### src/rtl/display_timing_gen.sv
// display_timing_gen
//   Raster timing generator (default 640x480@60 Hz from a 100 MHz clock).
//   Produces a pixel-rate enable, horizontal/vertical position counters,
//   active-low sync pulses, the active-video flag, a per-frame strobe and a
//   frame-divided game tick used as the motion "slow clock" enable.
// Ports:
//   clk        in   board clock
//   rst        in   synchronous active-high reset
//   pix_en     out  one-clk pulse every CLK_DIV clocks
//   hCount     out  [9:0] column 0..H_TOTAL-1
//   vCount     out  [9:0] line   0..V_TOTAL-1
//   hSync      out  active-low, low while hCount < H_SYNC
//   vSync      out  active-low, low while vCount < V_SYNC
//   bright     out  high inside the active window
//   frame_tick out  one-clk pulse when counters wrap to (0,0)
//   game_tick  out  one-clk pulse on every FRAME_DIV-th frame_tick
module display_timing_gen #(
  parameter int CLK_DIV   = 4,
  parameter int H_TOTAL   = 800,
  parameter int H_SYNC    = 96,
  parameter int H_START   = 144,
  parameter int H_ACTIVE  = 640,
  parameter int V_TOTAL   = 525,
  parameter int V_SYNC    = 2,
  parameter int V_START   = 35,
  parameter int V_ACTIVE  = 480,
  parameter int FRAME_DIV = 2
) (
  input  logic       clk,
  input  logic       rst,
  output logic       pix_en,
  output logic [9:0] hCount,
  output logic [9:0] vCount,
  output logic       hSync,
  output logic       vSync,
  output logic       bright,
  output logic       frame_tick,
  output logic       game_tick
);

  localparam int DW = (CLK_DIV   > 1) ? $clog2(CLK_DIV)   : 1;
  localparam int FW = (FRAME_DIV > 1) ? $clog2(FRAME_DIV) : 1;

  localparam logic [DW-1:0] DIV_LAST = DW'(CLK_DIV - 1);
  localparam logic [FW-1:0] FR_LAST  = FW'(FRAME_DIV - 1);
  localparam logic [9:0]    H_LAST   = 10'(H_TOTAL - 1);
  localparam logic [9:0]    V_LAST   = 10'(V_TOTAL - 1);
  localparam logic [9:0]    H_SY     = 10'(H_SYNC);
  localparam logic [9:0]    V_SY     = 10'(V_SYNC);
  localparam logic [9:0]    H_ST     = 10'(H_START);
  localparam logic [9:0]    H_END    = 10'(H_START + H_ACTIVE);
  localparam logic [9:0]    V_ST     = 10'(V_START);
  localparam logic [9:0]    V_END    = 10'(V_START + V_ACTIVE);

  logic [DW-1:0] r_div;
  logic [FW-1:0] r_fcnt;

  logic       w_h_last, w_v_last, w_line_wrap, w_frame_wrap;
  logic [9:0] w_h_nxt, w_v_nxt;

  // Next-count values feed both the counter registers and the decode
  // registers, so sync/bright always line up with the counts shown.
  always_comb begin
    w_h_last     = (hCount == H_LAST);
    w_v_last     = (vCount == V_LAST);
    w_line_wrap  = pix_en & w_h_last;
    w_frame_wrap = w_line_wrap & w_v_last;
    w_h_nxt      = hCount;
    w_v_nxt      = vCount;
    if (pix_en)
      w_h_nxt = w_h_last ? 10'd0 : hCount + 10'd1;
    if (w_line_wrap)
      w_v_nxt = w_v_last ? 10'd0 : vCount + 10'd1;
  end

  always_ff @(posedge clk) begin
    if (rst) begin
      r_div      <= '0;
      r_fcnt     <= '0;
      pix_en     <= 1'b0;
      hCount     <= '0;
      vCount     <= '0;
      hSync      <= 1'b0;
      vSync      <= 1'b0;
      bright     <= 1'b0;
      frame_tick <= 1'b0;
      game_tick  <= 1'b0;
    end else begin
      r_div  <= (r_div == DIV_LAST) ? '0 : r_div + DW'(1);
      // Registered terminal-count decode: high for exactly one clk per wrap.
      pix_en <= (r_div == DIV_LAST);

      hCount <= w_h_nxt;
      vCount <= w_v_nxt;
      hSync  <= ~(w_h_nxt < H_SY);
      vSync  <= ~(w_v_nxt < V_SY);
      bright <= (w_h_nxt >= H_ST) && (w_h_nxt < H_END) &&
                (w_v_nxt >= V_ST) && (w_v_nxt < V_END);

      frame_tick <= w_frame_wrap;
      game_tick  <= 1'b0;
      if (w_frame_wrap) begin
        if (r_fcnt == FR_LAST) begin
          r_fcnt    <= '0;
          game_tick <= 1'b1;
        end else begin
          r_fcnt <= r_fcnt + FW'(1);
        end
      end
    end
  end

endmodule

### config.mk
export PLATFORM = sky130hd
export DESIGN_NAME = display_timing_gen
export DESIGN_NICKNAME = d
export VERILOG_FILES = /design/src/rtl/display_timing_gen.sv
export SDC_FILE = /design/constraint.sdc
export NUM_CORES = 1
export LEC_CHECK = 0
export ABC_AREA = 1
export CAP_MARGIN = 20
export CELL_PAD_IN_SITES_DETAIL_PLACEMENT = 1
export CELL_PAD_IN_SITES_GLOBAL_PLACEMENT = 2
export CORE_MARGIN = 5
export CORE_UTILIZATION = 30
export CTS_BUF_LIST = sky130_fd_sc_hd__clkbuf_8
export DETAILED_ROUTE_END_ITERATION = 10
export DONT_BUFFER_PORTS = 1
export GPL_TIMING_DRIVEN = 0
export HOLD_SLACK_MARGIN = 0.15
export PLACE_DENSITY_LB_ADDON = 0.1
export SLEW_MARGIN = 15
export SYNTH_ARGS = -nofsm -noshare
export SYNTH_HDL_FRONTEND = slang
export SYNTH_SLANG_ARGS = --single-unit
### constraint.sdc
create_clock -name clk -period 2.02 [get_ports clk]
set_input_delay 0.303 -clock clk [delete_from_list [all_inputs] [get_ports clk]]
set_output_delay 0.303 -clock clk [all_outputs]
set_load 0.01 [all_outputs]
==> impl_metrics.tcl, run 1 <==
set metrics [dict create \
    status "finished, final reports clean" \
    drt-total-wl_um 4570 \
    ys_seq_area_share_pct 37.1 \
    placedInstanceArea_mm2 0.00165 \
    worstMarginPinSlew_ns 0.579 \
    required_ns 2.18 \
    hold_viol_final 0 \
    cts_tree "done" \
    powerDensity_mw_per_mm2 563 \
    combPwrFrac_pct 3.1 \
    final-setup-viol-count 0 \
    synthesis.nets 248 \
    grt_pass1_vias 1470 \
    skew_ns 0.00690 \
    diodes 0 \
    synth_ff_type "dfxtp_1" \
    p_clk_share_pct 41.3 \
    synth_largest_area_cell "dfxtp_1" \
    end_kind "flop" \
    r2r_slack_ns 0.10 \
    synth-edff-count 0 \
    syn_inst 242 \
    rsz0062_at_grt "true" \
    place_inst 312 \
    ir_worst_vdd_v 0.000337 \
    crit_type "reg2reg" \
    ys_warn_count 0 \
    period_needed_ns 1.92 \
    drt_iter0_drc 32 \
    drive_above_1_share_pct 18.1 \
    yosysTopAreaCellShare_pct 37.1 \
    core_mm2 0.00507 \
    synth_top_family_by_area "simple AND/OR/NAND/NOR gates" \
    final_antenna_net_count 0 \
    final_area_mm2 0.00187 \
    die_y_um 82.2 \
    post_layout_nonfiller_instances 324 \
    cap_violations 0 \
    syn_avg_cell_area_um2 6.46 \
    wl_per_cell_um 14.1 \
    num_io_pins 28 \
    power.total_uw 1050 \
    antenna_found_initial 0 \
    grt_max_degree 11 \
    yosysMostFrequentCell "nand2_1" \
    hold-worst-slack_ns 0.396 \
    root_buffer "clkbuf_8" \
    synth_adder_area_share_pct 3.20 \
    synth_simple_gate_area_share_pct 42.8 \
    grt_first_pass_wirelength_um 7280 \
    seqPwrFrac_pct 55.6 \
    final_nets 261 \
    dieWidth_um 82.2 \
    crit_family "simple AND/OR/NAND/NOR gates" \
    vias 1490 \
    dp_hpwl_um 3350 \
    overflow 0 \
    die_area_mm2 0.00675 \
    crit_path_top_delay_cell "dfxtp_4" \
    fin_crit_sh_pct 95.0 \
    clock-sinks 29 \
    area_delta_synth_final_pct 19.5 \
    swShare_pct 22.5 \
    wl_met1_um 2400 \
    num_rows 26 \
    post-place-ws_ns -0.144 \
    cp-start-kind "flop" \
    ctsLongestPathBuffers 2 \
    synth_compound_area_share_pct 5.12 \
    internal-power_uw 814 \
    synth_commonest_cells "nand2_1 (67), nor2_1 (38), inv_1 (33)" \
    synthXorXnorAreaFrac_pct 0.560 \
    synth.area.top_cells "dfxtp_1 (37%), nand2_1 (16%), nor2_1 (9.1%), inv_1 (7.9%), nand3_1 (7.7%)" \
    viasPerCell 4.60 \
    synth-async-reset-ratio_pct 0 \
    cts_hold_buf 0 \
    met2_length_um 1930 \
    leakagePower_uw 0.000831 \
    path_max_fanout 6 \
    clk_pin_slew_worst_paths_ns 0.06 \
    worst_path_most_repeated_cell "nor2_4" \
    layout_setup_ws_ns 0.100 \
    cp_cell_sequence "ha_4 -> nand2_2 -> nor2_4 -> inv_2 -> nor2_4 -> buf_6 -> buf_4 -> nand4_1 -> nand3_2 -> nand3_1 -> a21oi_2 -> nor2_1" \
    critPathMaxStageDelay_ns 0.40 \
    place_congestion 0.751 \
    syn_area_mm2 0.00156 \
    top_layer_used "met4" \
    worstPathArrival_ns 2.08 \
    drc_errors 0 \
    relSlewSlack_pct 61.4 \
    synthDistinctLibCells 25 \
    p_switching_uw 236 \
    hold_path_class "in2reg" \
    grt_usage_pct 14.4 \
    dr_wl_met3_um 217 \
    cp.buffers_inverters 3 \
    io_buffers 0 \
    h-tree-depth 2 \
    ys_ff_latch 29 \
    synthMuxAreaShare_pct 0 \
    dr.pass1.iters 4 \
    fillers 691 \
    cts_buffers 5 \
    drv_slew 0 \
    fmax_mhz 521 \
    insertion_delay_ns 0.28 \
    start_util_pct 30.8 \
]
area by class of cell:
cell class | count | area (um2) | area share [%]
Multi-Input combinational cell | 172 | 888 | 47.6
Sequential cell | 29 | 596 | 31.9
Inverter | 35 | 134 | 7.17
Tap cell | 70 | 87.6 | 4.69
Clock buffer | 5 | 68.8 | 3.69
Buffer | 6 | 45.0 | 2.41
Timing Repair Buffer | 6 | 42.5 | 2.28
Clock inverter | 1 | 5.00 | 0.268
cells in the final DEF, fill, tap and decap left out, types with 3 or more instances in the layout:
| master | Yosys | layout |
|---|---|---|
| nand4_1 | 3 | 3 |
| clkbuf_1 | 3 | 3 |
| ha_1 | 4 | 3 |
| nand2_2 | 3 | 6 |
| nor3_1 | 7 | 5 |
| buf_6 | 2 | 3 |
| buf_4 | 1 | 5 |
| nor2_4 | 2 | 4 |
| dfxtp_2 | 0 | 3 |
| inv_1 | 33 | 33 |
| clkbuf_8 | 0 | 5 |
| nand3_2 | 1 | 5 |
| dfxtp_4 | 0 | 3 |
| nand2_1 | 67 | 64 |
| nand3_1 | 24 | 19 |
| nor2_1 | 38 | 36 |
| a21oi_1 | 7 | 6 |
| dfxtp_1 | 29 | 23 |
| o21ai_0 | 6 | 6 |
worst paths after layout:
kind	cells past startpoint	startpoint	endpoint
min reg2reg	1	r_div[0]$_SDFF_PP0_	r_div[0]$_SDFF_PP0_
min	2	rst	hCount[7]$_SDFF_PP0_
max	12	hCount[0]$_SDFF_PP0_	bright$_SDFF_PP0_
max reg2reg	12	hCount[0]$_SDFF_PP0_	bright$_SDFF_PP0_
stage by stage:
step	util, %	TNS [ns]
after floorplan	-	0
after global placement	32.5	-0.259
after detailed placement	32.5	-0.246
after CTS	34.2	0
after global routing	36.8	-0.0296
final	36.8	0
state kept, by name, summed over array words and instances, names as in the netlist:
name,cells
hCount,10
vCount,10
r_div,2
bright,1
frame_tick,1
game_tick,1
hSync,1
pix_en,1
r_fcnt,1
vSync,1
layer usage:
metal  vias to the layer above  track usage, %
li1                        779               -
met1                       686            20.6
met2                        23            20.7
met3                         2            4.34
met4                         0            3.99
met5                         -               0
kinds of logic after synthesis:
group | count (synthesis)
DFF | 29
AOI/OAI and AO/OA | 15
adders and majority gates | 4
buffers and inverters | 41
xor gates and xnor gates | 1
and+or+nand+nor | 152
timing repair:
item                                    CTS  global route
hold endpoints to repair                  0             0
setup buffers                             0             5
cloned                                    0             1
pin swaps                                 1             4
endpoints found under the setup margin    2             2
resized for setup                         6            22
power by group through the flow:
stage | clock network (uW) | registers (uW) | logic (uW)
floorplan | 0 | 597 | 23.6
global placement | 0 | 598 | 32.0
global route | 495 | 584 | 37.5
CTS | 453 | 585 | 32.6
finish | 434 | 584 | 32.4
detailed placement | 0 | 598 | 32.5
(Power assumes the default switching activity.)
==> inputs of run 2 (changes only) <==
ABC_AREA = 0   (was 1)
==> impl_metrics.tcl, run 2 <==
set metrics [dict create \
    viasPerCell 5.30 \
    hold_depth 1 \
    synth_largest_area_cell "dfxtp_1" \
    min_to "r_div[0]$_SDFF_PP0_" \
    cp.buffers_inverters 1 \
    insertion_delay_ns 0.29 \
    clk_pin_slew_worst_paths_ns 0.08 \
    hold_path_class "reg2reg" \
    vias 1537 \
    dr.pass1.iters 4 \
    skew_ns 0.0110 \
    grt_usage_pct 14.8 \
    synthesis.nets 204 \
    period_needed_ns 2.27 \
    final_nets 225 \
    dieWidth_um 82.8 \
    ys_ff_latch 29 \
    internal-power_uw 820 \
    final_cell_mix "nor2_1 (22), dfxtp_1 (20), nor3_1 (15)" \
    place_congestion 0.770 \
    required_ns 2.22 \
    synthDistinctLibCells 48 \
    wl_met1_um 2040 \
    cts_buffers 5 \
    clock-sinks 29 \
    start_util_pct 31.0 \
    crit_path_top_delay_cell "or4b_1" \
    cp-start-kind "flop" \
    diodes 0 \
    ys_warn_count 0 \
    path_max_fanout 9 \
    seqPwrFrac_pct 53.8 \
    grt_first_pass_wirelength_um 8320 \
    cts_hold_buf 0 \
    syn_area_mm2 0.00159 \
    r2r_slack_ns -0.25 \
    yosysMostFrequentCell "dfxtp_1" \
    overflow 0 \
    rsz0062_at_grt "true" \
    dp_hpwl_um 3290 \
    final_antenna_net_count 0 \
    p_switching_uw 257 \
    powerDensity_mw_per_mm2 534 \
    core_mm2 0.00514 \
    synth-edff-count 0 \
    cts_tree "done" \
    worstPathArrival_ns 2.48 \
    grt_max_degree 11 \
    fin_crit_sh_pct 112 \
    placedInstanceArea_mm2 0.00171 \
    root_buffer "clkbuf_8" \
    dr_wl_met3_um 271 \
    grt_pass1_vias 1676 \
    num_rows 26 \
    ir_worst_vdd_v 0.000278 \
    ys_seq_area_share_pct 36.5 \
    die_area_mm2 0.00686 \
    io_buffers 0 \
    r2r_cells 8 \
    synth.area.top_cells "dfxtp_1 (36%), nor3_1 (5.7%), nor2_1 (5.7%), xnor2_1 (3.9%), nand2_1 (3.3%)" \
    cap_violations 0 \
    layout_setup_ws_ns -0.252 \
    min_from "r_div[0]$_SDFF_PP0_" \
    swShare_pct 23.9 \
    syn_avg_cell_area_um2 8.04 \
    h-tree-depth 2 \
    synth_commonest_cells "dfxtp_1 (29), nor2_1 (24), nor3_1 (18)" \
    wl_per_cell_um 16.8 \
    post_layout_nonfiller_instances 290 \
    drt_iter0_drc 38 \
    area_delta_synth_final_pct 26.8 \
    drt-total-wl_um 4890 \
    relSlewSlack_pct 62.3 \
    antenna_found_initial 0 \
    hold_viol_final 0 \
    end_kind "flop" \
    die_y_um 82.8 \
    r2r_end "bright$_SDFF_PP0_" \
    met2_length_um 2500 \
    final_area_mm2 0.00202 \
    status "finished with violations" \
    failed_checks "negative setup slack" \
    combPwrFrac_pct 2.2 \
    p_clk_share_pct 44.0 \
    drv_slew 0 \
    yosysTopAreaCellShare_pct 36.5 \
    crit_family "simple AND/OR/NAND/NOR gates" \
    timing.rr.start "vCount[0]$_SDFF_PP0_" \
    drive_above_1_share_pct 25.5 \
    final-setup-viol-count 4 \
    synth_ff_type "dfxtp_1" \
    cp_cell_sequence "inv_1 -> ha_1 -> nor4bb_1 -> and4_2 -> o211ai_1 -> nand2b_1 -> or4b_1 -> a32oi_1" \
    hold-worst-slack_ns 0.430 \
    crit_type "reg2reg" \
    fmax_mhz 440 \
    worstMarginPinSlew_ns 0.566 \
    syn_inst 198 \
    critPathMaxStageDelay_ns 0.56 \
    ctsLongestPathBuffers 2 \
    leakagePower_uw 0.000714 \
    final_core_util_pct 39.3 \
    largestRegisters "hCount (10), vCount (10), r_div (2)" \
    drc_errors 0 \
    final_common_cell "nor2_1" \
    num_io_pins 28 \
    top_layer_used "met4" \
    synth-async-reset-ratio_pct 0 \
    place_inst 268 \
]
## run 2: cell types whose count changed in the layout (fill, tap and decap cells not counted), moves of 10 or more
cell	delta
inv_1	-27
nand3_1	-13
nor3_1	+10
nor2_1	-14
nand2_1	-50
## run 2: power groups by stage
stage / registers (uW) / clock network, uW / logic [uW]
4_1_cts: 580 / 500 / 24.4
6_report: 580 / 474 / 23.6
2_1_floorplan: 594 / 0 / 16.9
5_1_grt: 580 / 527 / 26.3
3_3_place_gp: 595 / 0 / 23.5
3_5_place_dp: 595 / 0 / 24.7
## run 2: kinds of logic after synthesis
group / Yosys count / share of synthesized area, %
AOI/OAI and AO/OA: 34 / 14.8
xor gates and xnor gates: 12 / 6.60
adders and majority gates: 4 / 3.14
buffers and inverters: 19 / 5.35
DFF: 29 / 36.5
muxes: 2 / 1.34
and+or+nand+nor: 98 / 32.3
## run 2: repair_timing
| action | CTS | global route |
|---|---|---|
| resized for setup | 25 | 20 |
| pin swaps | 5 | 9 |
| buffers inserted | 12 | 4 |
| endpoints found under the setup margin | 4 | 11 |
## run 2: cell type report
type,count,area (um2)
sequential,29,602
multi-input combinational,150,1000
clock buffer,5,68.8
clock inverter,3,17.5
inverter,6,22.5
buffer,12,88.8
fill,627,3120
tap,70,87.6
timing repair buffer,15,128
## run 2: worst max path at each step
stage	start	end	cells past startpoint
2_1_floorplan	hCount[1]$_SDFF_PP0_	bright$_SDFF_PP0_	9
3_3_place_gp	vCount[1]$_SDFF_PP0_	bright$_SDFF_PP0_	8
3_5_place_dp	vCount[1]$_SDFF_PP0_	bright$_SDFF_PP0_	8
4_1_cts	vCount[0]$_SDFF_PP0_	bright$_SDFF_PP0_	8
5_1_grt	vCount[0]$_SDFF_PP0_	bright$_SDFF_PP0_	8
6_report	vCount[0]$_SDFF_PP0_	bright$_SDFF_PP0_	8
## run 2: layer usage
| layer | track usage [%] | up-vias |
|---|---|---|
| li1 | - | 753 |
| met1 | 15.3 | 749 |
| met2 | 27.0 | 28 |
| met3 | 5.45 | 7 |
| met4 | 5.50 | 0 |
| met5 | 0 | - |
## run 2: worst reg2reg max path, stage by stage (launching register included)
cell      delay (ns)
dfxtp_4         0.42
inv_1           0.07
ha_1            0.19
nor4bb_1        0.14
and4_2          0.30
o211ai_1        0.18
nand2b_1        0.15
or4b_1          0.56
a32oi_1         0.17
## run 2: stage by stage
step	total power, uW	setup TNS [ns]	setup WS, ns
2_1_floorplan	611	-0.101	-0.101
3_3_place_gp	619	-0.734	-0.351
3_5_place_dp	620	-0.873	-0.367
4_1_cts	1100	-0.356	-0.267
5_1_grt	1130	-0.992	-0.358
6_report	1080	-0.463	-0.252
